**src/rtl/ipgu_pkg.sv**
```systemverilog
// ipgu_pkg -- shared types and helpers for the image-pyramid controller.
//   ipgu_pyr_state_t : controller FSM state encoding
//   num_windows_f    : windows per axis at a given pyramid level,
//                      max(top - step*level, 1), returned as 4 bits
package ipgu_pkg;

   typedef enum logic [1:0] {
      IDLE     = 2'd0,
      SRC_READ = 2'd1,
      DRAIN    = 2'd2,
      WAIT_HEU = 2'd3
   } ipgu_pyr_state_t;

   function automatic logic [3:0] num_windows_f(input logic [2:0] lvl,
                                                input int         top,
                                                input int         step);
      int v;
      v = top - step * int'(lvl);
      // The coarsest levels never shrink below a single window.
      if (v < 1) begin
         return 4'd1;
      end else begin
         return v[3:0];
      end
   endfunction

endpackage

```
**src/rtl/ipgu_bank_seq.sv**
```systemverilog
// ipgu_bank_seq -- ping-pong bank select / write-enable pipeline.
// The source bank is read in the cycle its cs is raised; the pixel is
// written into the other bank one cycle later.
// Ports:
//   clk, rst  : clock, synchronous active-high reset
//   clr       : synchronous clear of the delay stage (frame abort)
//   src_cs    : read strobe for the current source bank
//   src_sel   : 0 -> RAM1 is source, 1 -> RAM2 is source
//   cs_ram1/2 : bank chip selects (read or write)
//   we_ram1/2 : bank write enables
module ipgu_bank_seq (
   input  logic clk,
   input  logic rst,
   input  logic clr,
   input  logic src_cs,
   input  logic src_sel,
   output logic cs_ram1,
   output logic cs_ram2,
   output logic we_ram1,
   output logic we_ram2
);

   logic src1;
   logic src2;
   logic dly1;
   logic dly2;

   assign src1 = src_cs & ~src_sel;
   assign src2 = src_cs &  src_sel;

   // One-cycle delay of each bank's read strobe; becomes the other bank's write.
   always_ff @(posedge clk) begin
      if (rst || clr) begin
         dly1 <= 1'b0;
         dly2 <= 1'b0;
      end else begin
         dly1 <= src1;
         dly2 <= src2;
      end
   end

   assign cs_ram1 = src1 | dly2;
   assign cs_ram2 = src2 | dly1;
   // A bank that is currently being read as source must never be written.
   assign we_ram1 = dly2 & ~src1;
   assign we_ram2 = dly1 & ~src2;

endmodule

```
**src/rtl/ipgu_pyramid_ctrl.sv**
```systemverilog
// ipgu_pyramid_ctrl -- walks one frame through NUM_LEVELS pyramid levels,
// reading each window from the source bank, writing it to the other bank,
// and handing each finished window to the HEU.
// Optional build macro: IPGU_PYRAMID_PERF_EN enables the stall_cycles counter.
// Ports:
//   clk, rst                 : clock, synchronous active-high reset
//   start, abort             : begin a frame (IDLE only) / cancel from any state
//   heu_rdy                  : HEU accepts the staged window
//   addr_x, addr_y           : current read coordinate from the address generator
//   x_begin..y_end           : current window bounds (end is inclusive)
//   ipgu_vld, ipgu_rdy       : window offered to HEU / idle and accepting start
//   cs_ram1/2, we_ram1/2     : ping-pong bank selects and write enables
//   inc_x                    : advance the address generator
//   window_done              : final pixel of the window is read next
//   level, num_windows       : current level and windows per axis
//   level_done, frame_done   : single-cycle completion pulses
//   stall_cycles             : HEU back-pressure cycle count
module ipgu_pyramid_ctrl
   import ipgu_pkg::*;
#(
   parameter int ADDR_W      = 18,
   parameter int NUM_LEVELS  = 6,
   parameter int WIN         = 20,
   parameter int TOP_WINDOWS = 15,
   parameter int STEP        = 3
) (
   input  logic                  clk,
   input  logic                  rst,
   input  logic                  start,
   input  logic                  abort,
   input  logic                  heu_rdy,
   input  logic [ADDR_W/2-1:0]   addr_x,
   input  logic [ADDR_W/2-1:0]   addr_y,
   input  logic [ADDR_W/2-1:0]   x_begin,
   input  logic [ADDR_W/2-1:0]   x_end,
   input  logic [ADDR_W/2-1:0]   y_begin,
   input  logic [ADDR_W/2-1:0]   y_end,
   output logic                  ipgu_vld,
   output logic                  ipgu_rdy,
   output logic                  cs_ram1,
   output logic                  cs_ram2,
   output logic                  we_ram1,
   output logic                  we_ram2,
   output logic                  inc_x,
   output logic                  window_done,
   output logic [2:0]            level,
   output logic [3:0]            num_windows,
   output logic                  level_done,
   output logic                  frame_done,
   output logic [15:0]           stall_cycles
);

   localparam int              AW         = ADDR_W / 2;
   localparam int              CW         = AW + 4;
   localparam logic [CW-1:0]   WIN_C      = CW'(WIN);
   localparam logic [2:0]      LAST_LEVEL = 3'(NUM_LEVELS - 1);

   ipgu_pyr_state_t state;
   logic            src_cs;
   logic            last_win;
   logic            at_end;
   logic            last_geom;
   logic [AW-1:0]   addr_x_inc;
   logic [CW-1:0]   span;
   logic [CW-1:0]   x_reach;
   logic [CW-1:0]   y_reach;

   // Wraps modulo 2^AW, so x_end==0 with addr_x all-ones still flags the final pixel.
   assign addr_x_inc  = addr_x + {{(AW-1){1'b0}}, 1'b1};
   assign window_done = (addr_y == y_end) && (addr_x_inc == x_end);
   assign at_end      = (addr_x == x_end) && (addr_y == y_end);

   // Last window of the level: its far edge lands on the level's pixel extent.
   // Widened by 4 bits so begin+WIN cannot wrap.
   assign span      = {{AW{1'b0}}, num_windows} * WIN_C;
   assign x_reach   = {4'b0000, x_begin} + WIN_C;
   assign y_reach   = {4'b0000, y_begin} + WIN_C;
   assign last_geom = window_done && (x_reach == span) && (y_reach == span);

   // Controller FSM with all its registered outputs.
   always_ff @(posedge clk) begin
      if (rst) begin
         state       <= IDLE;
         level       <= 3'd0;
         num_windows <= 4'd0;
         last_win    <= 1'b0;
         src_cs      <= 1'b0;
         inc_x       <= 1'b0;
         ipgu_vld    <= 1'b0;
         ipgu_rdy    <= 1'b0;
         level_done  <= 1'b0;
         frame_done  <= 1'b0;
      end else if (abort) begin
         state       <= IDLE;
         level       <= 3'd0;
         num_windows <= num_windows_f(3'd0, TOP_WINDOWS, STEP);
         last_win    <= 1'b0;
         src_cs      <= 1'b0;
         inc_x       <= 1'b0;
         ipgu_vld    <= 1'b0;
         ipgu_rdy    <= 1'b1;
         level_done  <= 1'b0;
         frame_done  <= 1'b0;
      end else begin
         level_done <= 1'b0;
         frame_done <= 1'b0;
         if (last_geom) begin
            last_win <= 1'b1;
         end else begin
            last_win <= last_win;
         end
         case (state)
            IDLE: begin
               if (start) begin
                  state       <= SRC_READ;
                  level       <= 3'd0;
                  num_windows <= num_windows_f(3'd0, TOP_WINDOWS, STEP);
                  src_cs      <= 1'b1;
                  inc_x       <= 1'b1;
                  ipgu_rdy    <= 1'b0;
               end else begin
                  ipgu_rdy    <= 1'b1;
               end
            end
            SRC_READ: begin
               if (at_end) begin
                  state  <= DRAIN;
                  src_cs <= 1'b0;
                  inc_x  <= 1'b0;
               end else begin
                  src_cs <= 1'b1;
                  inc_x  <= 1'b1;
               end
            end
            DRAIN: begin
               // Lets the delayed write of the final pixel land before handoff.
               state    <= WAIT_HEU;
               ipgu_vld <= 1'b1;
            end
            WAIT_HEU: begin
               if (heu_rdy) begin
                  ipgu_vld <= 1'b0;
                  if (!last_win) begin
                     state  <= SRC_READ;
                     src_cs <= 1'b1;
                     inc_x  <= 1'b1;
                  end else begin
                     last_win   <= 1'b0;
                     level_done <= 1'b1;
                     if (level == LAST_LEVEL) begin
                        frame_done <= 1'b1;
                        state      <= IDLE;
                        ipgu_rdy   <= 1'b1;
                     end else begin
                        // New level swaps banks; hold off one cycle before reading.
                        level       <= level + 3'd1;
                        num_windows <= num_windows_f(level + 3'd1, TOP_WINDOWS, STEP);
                        state       <= SRC_READ;
                     end
                  end
               end else begin
                  ipgu_vld <= 1'b1;
               end
            end
            default: begin
               state    <= IDLE;
               src_cs   <= 1'b0;
               inc_x    <= 1'b0;
               ipgu_vld <= 1'b0;
               ipgu_rdy <= 1'b1;
            end
         endcase
      end
   end

   ipgu_bank_seq u_bank_seq (
      .clk     (clk),
      .rst     (rst),
      .clr     (abort),
      .src_cs  (src_cs),
      .src_sel (level[0]),
      .cs_ram1 (cs_ram1),
      .cs_ram2 (cs_ram2),
      .we_ram1 (we_ram1),
      .we_ram2 (we_ram2)
   );

`ifdef IPGU_PYRAMID_PERF_EN
   logic start_ok;

   assign start_ok = (state == IDLE) && start && !abort;

   // Saturating count of cycles the HEU holds a staged window back.
   always_ff @(posedge clk) begin
      if (rst) begin
         stall_cycles <= 16'h0000;
      end else if (start_ok) begin
         stall_cycles <= 16'h0000;
      end else if (!abort && (state == WAIT_HEU) && !heu_rdy && (stall_cycles != 16'hFFFF)) begin
         stall_cycles <= stall_cycles + 16'h0001;
      end else begin
         stall_cycles <= stall_cycles;
      end
   end
`else
   assign stall_cycles = 16'h0000;
`endif

endmodule

```
**config.mk**
```make
export PLATFORM = sky130hd
export DESIGN_NAME = ipgu_pyramid_ctrl
export DESIGN_NICKNAME = d
export VERILOG_FILES = /design/src/rtl/ipgu_pkg.sv /design/src/rtl/ipgu_bank_seq.sv /design/src/rtl/ipgu_pyramid_ctrl.sv
export SDC_FILE = /design/constraint.sdc
export NUM_CORES = 1
export LEC_CHECK = 0
export CAP_MARGIN = 30
export CORE_ASPECT_RATIO = 1.1
export CORE_UTILIZATION = 60
export DETAILED_ROUTE_END_ITERATION = 7
export DONT_BUFFER_PORTS = 1
export HOLD_SLACK_MARGIN = 0.12
export PLACE_DENSITY = 0.86
export SLEW_MARGIN = 30
export SYNTH_ARGS = -nofsm -noshare
export SYNTH_HDL_FRONTEND = slang
export SYNTH_SLANG_ARGS = --single-unit
```
**constraint.sdc**
```tcl
create_clock -name clk -period 6.4 [get_ports clk]
set_input_delay 0.64 -clock clk [delete_from_list [all_inputs] [get_ports clk]]
set_output_delay 0.64 -clock clk [all_outputs]
set_load 0.005 [all_outputs]
```
# [Word-level counts from Yosys, hierarchy flattened]
# Index checks and enable logic that the tools add are counted.
[word_totals] register_bits=17 latch_bits=0 ramBits=0 romBits=0 in_bits=59 output_inout_bits=33 elab_cells=106 n_memories=0
[op_classes] add_sub_neg=5 multipliers=2 n_div=0 n_lt_le_gt_ge=1 n_eq_ne=20 shift=0 muxes=37 bitwise=12 reduce_logical=18
[op_table] cell="$eq 9x9->1" count=3
[op_table] cell="$mux 4" count=6
[op_table] cell="$add 9x5->10 const B" count=2
[op_table] cell="$eq 10x9->1" count=2
[op_table] cell="$mux 1" count=18
[op_table] cell="$ne 3x3->1 const B" count=5
[op_table] cell="$mux 3" count=4
[op_table] cell="$ne 2x2->1 const B" count=6
[op_table] cell="$reduce_and 5->1" count=2
[op_table] cell="$add 9x1->9 const B" count=1
[op_table] cell="$pmux 2 s4" count=1
[op_table] cell="$pmux 4 s2" count=1
[op_table] cell="$reduce_and 4->1" count=2
[op_table] cell="$mul 4x3->7 const B" count=1
[op_table] cell="$lt 6x2->1 const B" count=1
[op_table] cell="$mux 2" count=3
[op_table] cell="$not 1->1" count=6
[op_table] cell="$pmux 3 s2" count=1
[op_table] cell="$reduce_bool 3->1" count=2
[op_table] cell="$sub 4x5->6 const A" count=1
[op_table] cell="$mul 2x3->5 const A" count=1
[op_table] cell="$reduce_or 5->1" count=1
[op_table] cell="$and 1x1->1" count=4
[op_table] cell="$eq 2x2->1 const B" count=2
[op_table] cell="13 further kinds" count=19

# [Longest topological paths before layout]
# Gate-level depths: netlist (run 1).
[depth] word_depth=10 ltp_mapped=12 depth_no_buf=10

# [By module]
# Synthesis (run 1) repeated with hierarchy kept, for this count alone.
[hier_totals] cells_unflattened=253 area_unflattened_um2=2034.5
[by_module_without_submodules] module="ipgu_pyramid_ctrl" n_inst=1 cells_per_inst=243 area_each_um2=1934.4 seq_area_each_um2=300.3
[by_module_without_submodules] module="ipgu_bank_seq" n_inst=1 cells_per_inst=10 area_each_um2=100.1 seq_area_each_um2=40.0

# [Worst setup path after synthesis (run 1)]
# No wires, ideal clock.
[synth_path] path_type="register to register" startpoint="register level[0]" endpoint="register num_windows[1]" arrival_ns=2.928 required_time_ns=6.280 path_slack_ns=3.353 stages_incl_launch_ff=12 path_buffers=2 synth_period_minus_slack_ns=3.047 cell_sequence="dfxtp_1 -> buf_2 -> inv_1 -> ha_1 -> clkbuf_1 -> xor2_1 -> ha_1 -> or4_1 -> a21o_1 -> a311oi_1 -> a211oi_1 -> o31a_1"
[synth_via] elab_chain_cells=10 elab_cells_between_ends=13 classes_between="add/sub (2); mul (1); order compare (1); eq/ne (2); mux (6); reduce/logical (1)"
[synth_rtl] item="start: declaration" line="ipgu_pyramid_ctrl.sv:46" source="output logic [2:0] level,"
[synth_rtl] item="start signal: assignment" line="ipgu_pyramid_ctrl.sv:156" source="level <= level + 3'd1;"
[synth_rtl] item="$add 3x1->3" line="ipgu_pyramid_ctrl.sv:157" source="num_windows <= num_windows_f(level + 3'd1, TOP_WINDOWS, STEP);"
[synth_rtl] item="$mul 2x3->5" line="ipgu_pkg.sv:18" source="v = top - step * int'(lvl);"
[synth_rtl] item="$sub 4x5->6" line="ipgu_pkg.sv:18"
[synth_rtl] item="$lt 6x2->1" line="ipgu_pkg.sv:20" source="if (v < 1) begin"
[synth_rtl] item="$mux 4" line="ipgu_pkg.sv:20"
[synth_rtl] item="$mux 4" line="ipgu_pyramid_ctrl.sv:150" source="if (level == LAST_LEVEL) begin"
[synth_rtl] item="$mux 4" line="ipgu_pyramid_ctrl.sv:143" source="if (!last_win) begin"
[synth_rtl] item="$mux 4" line="ipgu_pyramid_ctrl.sv:141" source="if (heu_rdy) begin"
[synth_rtl] item="$pmux 4 s2" line="ipgu_pyramid_ctrl.sv:112" source="case (state)"
[synth_rtl] item="$mux 4" line="ipgu_pyramid_ctrl.sv:93" source="end else if (abort) begin"
[synth_rtl] item="end signal: assignment" line="ipgu_pyramid_ctrl.sv:96" source="num_windows <= num_windows_f(3'd0, TOP_WINDOWS, STEP);"
[synth_rtl] item="end signal: assignment" line="ipgu_pyramid_ctrl.sv:117" source="num_windows <= num_windows_f(3'd0, TOP_WINDOWS, STEP);"
[synth_rtl] item="end signal: assignment" line="ipgu_pyramid_ctrl.sv:157"
[synth_rtl] item="end: declaration" line="ipgu_pyramid_ctrl.sv:47" source="output logic [3:0] num_windows,"
# Several ways; a longest one is shown, not always the timed one. The select of a mux whose other input is x is not followed.
# A chain may end at the register's enable or synchronous reset.

# [Worst setup path in the final report (run 1)]
# Ends and elaborated chain as after synthesis.

==> metrics.yaml, run 1 <==
place:
  dp.final_hpwl_mm: 3.45
  gp_congestion: 0.833
  dp_cells: 277
  numPortBuffers: 0
  dp_slack_ns: 3.14
  place_area_mm2: 0.00190
drt:
  initialDrtViolationCount: 66
  routed_wl_mm: 4.03
  antenna_left: 0
  drtPass1Iterations: 4
  via_per_inst: 6.10
  dr_total_vias: 1713
  post_drt_wl_per_cell_um: 14.3
  drc_errors: 0
grt:
  grt_use_total_pct: 22.6
  grt_pass1_vias: 1539
  antenna_found_initial: 0
  grt_pass1_wl_mm: 6.30
  grt_overflow_total: 0
  grt_max_degree: 12
synthesis:
  ys.flop_type: "dfxtp_1"
  async_flop_share_pct: 0
  ys_seq_area_share_pct: 17.4
  synth_fa_ha_area_share_pct: 12.9
  synth_compound_area_share_pct: 18.8
  synth-seq-cells: 17
  syn_inst: 250
  synth-edff-count: 0
  ys_types: 48
  yosys.area_share.simple_pct: 22.8
  avgSynthCellArea_um2: 7.81
  synthXorXnorAreaFrac_pct: 17.4
  yosys_warnings: 0
  synthesis.area_mm2: 0.00195
  synthMuxAreaShare_pct: 0.513
  synth_top_family_by_area: "simple AND/OR/NAND/NOR gates"
sta:
  hold_viol: 0
  tightest_slew_ns: 0.552
  max_clock_freq_ghz: 0.304
  timing.final.crit_share_pct: 51.4
  maxSlewHeadroom_pct: 62.2
  rsz0062_at_grt: "false"
  min_period_ns: 3.29
  setup_ws_ns: 3.11
  fin_tns_setup_ns: 0
  setup_viol_count_final: 0
  drv_slew: 0
  fin_worst_skew_ns: 0.000859
clock_tree:
  cts_tree: "yes"
  clock-root-buffer: "clkbuf_4"
  ctsResizeCount: 0
  cts_buffer_depth: 2
  clock_latency_ns: 0.29
  h-tree-depth: 1
  path_clk_slew_ns: 0.11
  ctsHoldBuffers: 0
  cts.sinks: 17
  cts_made_buffers: 3
  cts_setup_buffers: 0
cells_and_area:
  layout_commonest_cell: "xor2_1"
  largest_register_ffs: 4
  fillers: 283
  final_cell_mix: "xor2_1, xnor2_1, nor2_1, ha_1, dfxtp_1"
  regMostFlops: "num_windows"
  multiInputGateArea_mm2: 0.00148
  final_cell_area_mm2: 0.00193
  drive_above_1_share_pct: 3.24
  area_growth_pct: -1.09
  nets: 326
  final_cells: 281
  top_regs: "num_windows (4), level (3), state (2)"
  n_antenna_cell: 0
  register_area_um2: 340
pwr:
  p_sw_w: 0.0000827
  p_clk_share_pct: 23.6
  power_leakage_nw: 0.788
  p_int_w: 0.000169
  swShare_pct: 32.8
  p_seq_share_pct: 45.9
  combPwrFrac_pct: 30.4
  peakVddDrop_uv: 88.6
  power.density_mw_per_mm2: 130
floorplanning:
  dieArea_mm2: 0.00349
  dieHeight_um: 61.8
  die_w_um: 56.4
  num_io_pins: 92
  start_util_pct: 63.5
  row_count: 21
  core_area_mm2: 0.00307
worst_setup_path:
  critPathLaunchType: "flop"
  crit_buf_inv: 1
  crit_required_ns: 6.59
  arrival_ns: 3.48
  path_cells: "ha_1 > xor2_2 > xor2_1 > fa_1 > inv_1 > or4_1 > a21o_1 > a311oi_1 > a211oi_1 > o31a_1"
  critPathCaptureType: "flop"
  crit_family: "compound AO/OA/AOI/OAI gates"
  cpMaxStageDelayCell: "dfxtp_1"
  critical-path-max-stage-delay_ns: 0.57
  worstSetupPathType: "reg2reg"
  crit_fanout: 11
job:
  maxCapViolations: 0
outcome:
  outcome: "complete, no violations"
hold_path:
  min_path_type: "in2reg"
-- through the flow --
stage                     util (%)  hold slack [ns]  total power (W)
after floorplan                  -            0.493         0.000188
after global placement        61.9            0.525         0.000192
after detailed placement      61.9            0.531         0.000195
after CTS                     62.8            0.392         0.000253
after global routing          62.8            0.385         0.000267
final                         62.8            0.397         0.000252
-- cells in the mapped netlist (2+ instances only) --
master | instances | share of area [%]
a31oi_1 | 6 | 1.9
and2_1 | 3 | 0.96
a21o_1 | 4 | 1.5
nor2_1 | 17 | 3.3
dfxtp_1 | 17 | 17
ha_1 | 17 | 11
nor3b_1 | 2 | 0.77
nor2b_1 | 3 | 0.96
a21oi_1 | 9 | 2.3
fa_1 | 2 | 2.1
nor3_1 | 11 | 2.8
o21ai_0 | 9 | 2.3
xor2_1 | 19 | 8.5
buf_4 | 17 | 6.5
xnor2_1 | 18 | 8.1
a211oi_1 | 6 | 2.3
o22ai_1 | 2 | 0.64
nand2b_1 | 4 | 1.3
inv_1 | 12 | 2.3
nand4_1 | 4 | 1.3
or3_1 | 2 | 0.64
nand3_1 | 11 | 2.8
o211ai_1 | 3 | 1.2
clkbuf_1 | 4 | 0.77
nor4_1 | 5 | 1.6
or4_1 | 2 | 0.77
o2111ai_1 | 2 | 0.90
and3_1 | 3 | 0.96
a211o_1 | 2 | 0.90
nand2_1 | 15 | 2.9
a311oi_1 | 2 | 0.90
-- layout make-up --
cell class | instances | area share [%]
flip-flops and latches | 17 | 17.6
inverters | 12 | 2.33
multi-input cells | 214 | 76.4
clock buffers | 3 | 1.17
clock inverters | 1 | 0.259
well taps | 34 | 2.20
-- power by group through the flow --
| stage | Sequential (W) | Clock [W] | Combinational (W) |
|---|---|---|---|
| 2_1_floorplan | 0.000116 | 0 | 0.0000717 |
| 3_3_place_gp | 0.000118 | 0 | 0.0000740 |
| 3_5_place_dp | 0.000118 | 0 | 0.0000765 |
| 4_1_cts | 0.000116 | 0.0000605 | 0.0000769 |
| 5_1_grt | 0.000116 | 0.0000632 | 0.0000878 |
| 6_report | 0.000116 | 0.0000595 | 0.0000766 |
-- logic make-up after synthesis --
family,Yosys count
compound gates,54
xor+xnor,38
fa+ha+maj,19
buf+inv,34
flops,17
mux,1
other cells,1
simple gates,86
-- routing by layer --
| metal | vias up | global-route usage, % | routed length, µm |
|---|---|---|---|
| met5 | - | 0 | 0 |
| met4 | 0 | 6.62 | 37 |
| met1 | 791 | 25.8 | 1660 |
| li1 | 863 | - | - |
| met2 | 55 | 43.2 | 2070 |
| met3 | 4 | 5.18 | 258 |
-- worst paths after layout --
path / start / endpoint / slack, ns / cells after the start
setup / recovery: level[0] / num_windows[1] / 3.11 / 10
hold / removal: rst / num_windows[2] / 0.40 / 1
setup reg to reg: level[0] / num_windows[1] / 3.11 / 10
hold reg to reg: level[1] / level[1] / 0.54 / 2
(Power assumes the default switching activity.)
==> inputs of run 2 (changes only) <==
==> constraint.sdc (replaced) <==
create_clock -name clk -period 3.1 [get_ports clk]
set_input_delay 0.31 -clock clk [delete_from_list [all_inputs] [get_ports clk]]
set_output_delay 0.31 -clock clk [all_outputs]
set_load 0.005 [all_outputs]
==> run 2 against run 1 <==
Count of clock-buffer cells in the layout rose by 1. Wire length rose by 1.4%. Critical path depth fell by 1. Fmax rose by 13%. Highest routed layer unchanged. Combinational power rose by 110%. Die area did not move. Clock skew rose by 0.0059 ns. Total power rose by 110%.
==> metrics.yaml, run 2 (synthesized netlist as in run 1, its figures left out) <==
floorplanning:
  num_io_pins: 92  # unchanged
  dieArea_mm2: 0.00349  # unchanged
  core_area_mm2: 0.00307  # unchanged
  row_count: 21  # unchanged
  start_util_pct: 63.5  # unchanged
  die_w_um: 56.4  # unchanged
  dieHeight_um: 61.8  # unchanged
cells_and_area:
  final_cell_area_mm2: 0.00199  # +3.0%
  nets: 331  # +1.5%
  regMostFlops: "num_windows"
  top_regs: "num_windows (4), level (3), state (2)"
  area_growth_pct: 1.86
  fillers: 293  # +3.5%
  n_antenna_cell: 0  # unchanged
  final_core_util_pct: 64.7  # +1.9 points
  drive_above_1_share_pct: 5.16  # +1.9 points
  layout_commonest_cell: "xor2_1"
  final_cell_mix: "xor2_1, nor2_1, xnor2_1, ha_1"
  largest_register_ffs: 4  # unchanged
clock_tree:
  path_clk_slew_ns: 0.10  # about the same
  cts_buffer_depth: 2  # unchanged
  h-tree-depth: 1  # unchanged
  clock-root-buffer: "clkbuf_4"
  cts.sinks: 17  # unchanged
  cts_made_buffers: 3  # unchanged
  clock_latency_ns: 0.29  # about the same
  cts_tree: "yes"
worst_setup_path:
  timing.rr.start: "level[1]"
  crit_start: "level[1]"
  crit-reg2reg-capture: "num_windows[1]"
  worstSetupPathType: "reg2reg"
  rrSetupSlack_ns: 0.19  # -2.92 ns
  critPathCaptureType: "flop"
  worstSetupEndpoint: "num_windows[1]"
  arrival_ns: 3.10  # -0.38 ns
  crit_fanout: 5  # -6
  critPathLaunchType: "flop"
  crit_required_ns: 3.29  # -3.30 ns
  rr_worst_depth: 9  # -1
drt:
  routed.top_layer: "met4"
  initialDrtViolationCount: 57  # -14%
  routed_wl_mm: 4.09  # +1.4%
  antenna_left: 0  # unchanged
  post_drt_wl_per_cell_um: 14.3  # -0.36%
  via_per_inst: 6.10  # about the same
  m1WireLength_mm: 1.68  # +1.1%
  drc_errors: 0  # unchanged
  drtPass1Iterations: 4  # unchanged
  dr_total_vias: 1745  # +1.9%
  wl_met2_mm: 2.10  # +1.1%
  wl_met3_um: 262  # +1.6%
sta:
  setup_viol_count_final: 0  # unchanged
  fin_worst_skew_ns: 0.00672  # +0.00586 ns
  fin_tns_setup_ns: 0  # unchanged
  max_clock_freq_ghz: 0.344  # +13%
  tightest_slew_ns: 0.484  # -0.0680 ns
  min_period_ns: 2.91  # -0.377 ns
  timing.final.crit_share_pct: 93.9  # +43 points
  rsz0062_at_grt: "false"
  setup_ws_ns: 0.189  # -2.92 ns
  maxSlewHeadroom_pct: 66.9  # +4.6 points
  drv_slew: 0  # unchanged
  hold_viol: 0  # unchanged
grt:
  antenna_found_initial: 0  # unchanged
  grt_use_total_pct: 22.7  # +0.090 points
  grt_pass1_wl_mm: 6.34  # +0.67%
  grt_pass1_vias: 1527  # -0.78%
  grt_max_degree: 11  # -1
  grt_overflow_total: 0  # unchanged
pwr:
  p_clk_share_pct: 22.9  # -0.7 points
  p_int_w: 0.000353  # +110%
  power.density_mw_per_mm2: 260  # +99%
  power_leakage_nw: 0.811  # +2.9%
  p_seq_share_pct: 46.2  # +0.3 points
  p_sw_w: 0.000164  # +99%
  swShare_pct: 31.8  # -1.1 points
  peakVddDrop_uv: 284  # +220%
  combPwrFrac_pct: 30.9  # +0.5 points
hold_path:
  min_path_type: "in2reg"
outcome:
  outcome: "complete, no violations"
place:
  dp.final_hpwl_mm: 3.45  # about the same
  gp_congestion: 0.873  # +4.9%
  dp_slack_ns: 0.165  # -2.97 ns
  place_area_mm2: 0.00193  # +1.2%
  numPortBuffers: 0  # unchanged
job:
  maxCapViolations: 0  # unchanged
[run 2: cell types whose count changed in the layout (fill, tap and decap cells not counted), sizes merged]
cell	before	now
buf	0	3
dlygate4sd3	0	2
clkbuf	3	4
clkinv	1	0
[run 2: power groups by stage]
stage,Combinational (W),Sequential [W],Clock (W)
CTS,0.000161,0.000239,0.000122
floorplan,0.000148,0.000240,0
global route,0.000182,0.000240,0.000131
detailed placement,0.000157,0.000244,0
global placement,0.000153,0.000244,0
finish,0.000159,0.000239,0.000119
[run 2: what timing repair did]
action | 4_1_cts | 5_1_grt
endpoints found under the hold margin | 5 | 0
hold buffers | 2 | 0
endpoints found under the setup margin | 0 | 2
buffers inserted | 0 | 0
gates resized for setup | 0 | 3
[run 2: final cells by class]
cell class | instances | area (µm²) | share of cell area [%]
Multi-Input combinational cell | 214 | 1490 | 75.0
Sequential cell | 17 | 342 | 17.2
Inverter | 12 | 45.0 | 2.27
Timing Repair Buffer | 5 | 42.5 | 2.14
Tap cell | 34 | 42.5 | 2.14
Clock buffer | 4 | 26.3 | 1.32
[run 2: metal layers]
metal | global-route usage [%] | vias to the layer above
li1 | - | 870
met1 | 26.7 | 814
met2 | 42.9 | 56
met3 | 5.38 | 5
met4 | 5.23 | 0
met5 | 0 | -
[run 2: per-stage QoR]
stage	cells	total power (W)	hold WS [ns]
CTS	286	0.000521	0.147
detailed placement	280	0.000401	0.382
floorplan	265	0.000388	0.379
finish	286	0.000517	0.152
global placement	280	0.000396	0.382
global route	286	0.000554	0.139
[run 2: how the worst min path moves through the flow]
stage | startpoint | endpoint | slack (ns) | depth (start not counted)
2_1_floorplan | rst | ipgu_rdy | 0.38 | 1
3_3_place_gp | rst | num_windows[2] | 0.38 | 1
3_5_place_dp | rst | num_windows[2] | 0.38 | 1
4_1_cts | abort | num_windows[1] | 0.15 | 1
5_1_grt | abort | num_windows[1] | 0.14 | 1
6_report | abort | num_windows[1] | 0.15 | 1
[run 2: worst max-delay path, cell delays in order, from the launching register on]
cell      delay [ns]
dfxtp_1         0.44
inv_1           0.10
ha_1            0.40
xor2_2          0.23
ha_1            0.34
or4_1           0.52
a21o_1          0.18
a311oi_1        0.27
a211oi_1        0.09
o31a_1          0.24
==> inputs of run 3 (changes only) <==
--- a/config.mk
+++ b/config.mk
@@ -7,11 +7,10 @@
 export LEC_CHECK = 0
 export CAP_MARGIN = 30
 export CORE_ASPECT_RATIO = 1.1
-export CORE_UTILIZATION = 60
+export CORE_UTILIZATION = 42
 export DETAILED_ROUTE_END_ITERATION = 7
-export DONT_BUFFER_PORTS = 1
 export HOLD_SLACK_MARGIN = 0.12
-export PLACE_DENSITY = 0.86
+export PLACE_DENSITY = 0.92
 export SLEW_MARGIN = 30
 export SYNTH_ARGS = -nofsm -noshare
 export SYNTH_HDL_FRONTEND = slang
==> run 3 against run 2 <==
Sequential power about the same. Worst hold slack improved by 0.38 ns. Total power increased by 32%. Core utilization decreased by 0.62 points. Cell count increased by 34%. Setup slack got worse by 0.080 ns. Fmax decreased by 2.7%. Combinational power increased by 74%. Register-to-register slack got worse by 0.08 ns. Count of clock-buffer cells in the layout decreased by 1. Cell area increased by 41%.
==> metrics.yaml, run 3 (synthesized netlist as in run 1, its figures left out) <==
outcome:
  outcome: "complete, no violations"
clock_tree:
  cts.sinks: 17  # unchanged
  ctsResizeCount: 0  # unchanged
  cts_tree: "yes"
  h-tree-depth: 1  # unchanged
  clock-root-buffer: "clkbuf_8"
  clock_latency_ns: 0.26  # -0.03 ns
  path_clk_slew_ns: 0.07  # -0.03 ns
  cts_made_buffers: 3  # unchanged
  cts_buffer_depth: 2  # unchanged
  ctsHoldBuffers: 0  # -2
  cts_setup_buffers: 0  # unchanged
place:
  numPortBuffers: 75  # +75
  gp_congestion: 0.831  # -4.8%
  dp.final_hpwl_mm: 4.25  # +23%
  place_area_mm2: 0.00272  # +41%
sta:
  hold_viol: 0  # unchanged
  setup_viol_count_final: 0  # unchanged
  max_clock_freq_ghz: 0.334  # -2.7%
  maxSlewHeadroom_pct: 59.1  # -7.8 points
  tightest_slew_ns: 0.598  # +0.113 ns
  finalHoldWorstSlack_ns: 0.535  # +0.382 ns
  fin_tns_setup_ns: 0  # unchanged
  fin_worst_skew_ns: 0.00955  # +0.00283 ns
  drv_slew: 0  # unchanged
  timing.final.crit_share_pct: 96.5  # +2.6 points
  min_period_ns: 2.99  # +0.0802 ns
floorplanning:
  num_io_pins: 92  # unchanged
  die_w_um: 67  # +19%
  start_util_pct: 44.6  # -19 points
  row_count: 25  # +19%
  dieHeight_um: 73.5  # +19%
  dieArea_mm2: 0.00492  # +41%
  core_area_mm2: 0.00438  # +42%
worst_setup_path:
  crit_start: "level[0]"
  crit_required_ns: 3.25  # -0.04 ns
  critPathCaptureType: "flop"
  crit_fanout: 5  # unchanged
  critPathLaunchType: "flop"
  rr_worst_depth: 9  # unchanged
  timing.rr.start: "level[0]"
  worstSetupPathType: "reg2reg"
  arrival_ns: 3.15  # +0.05 ns
cells_and_area:
  register_area_um2: 340  # -0.37%
  layout_commonest_cell: "clkdlybuf4s50_1"
  final_cell_area_mm2: 0.00281  # +41%
  final_cell_mix: "clkdlybuf4s50_1, xnor2_1, xor2_1, nor2_1, dfxtp_1"
  regMostFlops: "num_windows"
  fillers: 378  # +29%
  nets: 407  # +23%
  top_regs: "num_windows (4), level (3), state (2)"
  area_growth_pct: 43.7
  largest_register_ffs: 4  # unchanged
  drive_above_1_share_pct: 5.18  # +0.024 points
  multiInputGateArea_mm2: 0.00151  # +1.3%
  final_core_util_pct: 64.1  # -0.62 points
  n_antenna_cell: 0  # unchanged
grt:
  globalRouteMet1Util_pct: 23.3  # -3.4 points
  grt_use_total_pct: 20.9  # -1.8 points
  antenna_found_initial: 0  # unchanged
  top_usage_layer: "met2"
  grt_overflow_total: 0  # unchanged
  grt_use_met3_pct: 4.35  # -1.0 points
  grt_pass1_wl_mm: 7.99  # +26%
  grt_pass1_vias: 1896  # +24%
  grt_max_degree: 11  # unchanged
  grt_use_met2_pct: 37.8  # -5.1 points
pwr:
  finalPower_w: 0.000683  # +32%
  peakVddDrop_uv: 134  # -53%
  power_leakage_nw: 1.12  # +38%
  power.density_mw_per_mm2: 243  # -6.4%
drt:
  dr_total_vias: 2050  # +17%
  routed_wl_mm: 5.28  # +29%
  antenna_left: 0  # unchanged
  drc_errors: 0  # unchanged
  post_drt_wl_per_cell_um: 13.8  # -3.4%
  drtPass1Iterations: 4  # unchanged
  via_per_inst: 5.37  # -12%
  initialDrtViolationCount: 104  # +82%
hold_path:
  min_path_type: "reg2reg"
  worstHoldStart: "level[1]"
  worstHoldPathCells: 2  # +1
job:
  maxCapViolations: 0  # unchanged
## run 3: critical path: stages (launching register included)
cell	delay (ns)
dfxtp_1	0.44
inv_1	0.09
ha_1	0.39
xor2_2	0.22
ha_1	0.35
or4_1	0.53
a21o_1	0.19
a311oi_1	0.33
a211oi_1	0.11
o31a_1	0.24
## run 3: where the power goes
group	switching (W)	internal [W]	leakage, nW
Combinational	0.000124	0.000152	0.954
Clock	0.0000807	0.0000893	0.0255
Sequential	0.00000991	0.000227	0.139
## run 3: area by class of cell
class                           instances  share of cell area (%)
Multi-Input combinational cell        214                    53.8
Timing Repair Buffer                   81                    28.4
Sequential cell                        17                    12.1
Tap cell                               54                    2.41
Inverter                               12                    1.61
Clock buffer                            3                    1.47
Clock inverter                          1                   0.178
## run 3: path summary, 6_finish.rpt
path	to	slack (ns)
setup / recovery	num_windows[1]	0.11
hold / removal	level[1]	0.53
setup reg to reg	num_windows[1]	0.11
hold reg to reg	level[1]	0.53
## run 3: through the flow
stage	setup WS, ns	instances
floorplan	0.0527	265
global placement	0.159	378
detailed placement	0.108	378
CTS	0.0913	382
global route	-0.0125	382
finish	0.109	382
## run 3: metal layers
layer	share of wire [%]	up-vias	wire length, µm
met5	0	-	0
met4	1.6	0	84
met3	6.1	10	323
met2	53	83	2810
met1	39	938	2060
li1	-	1019	-
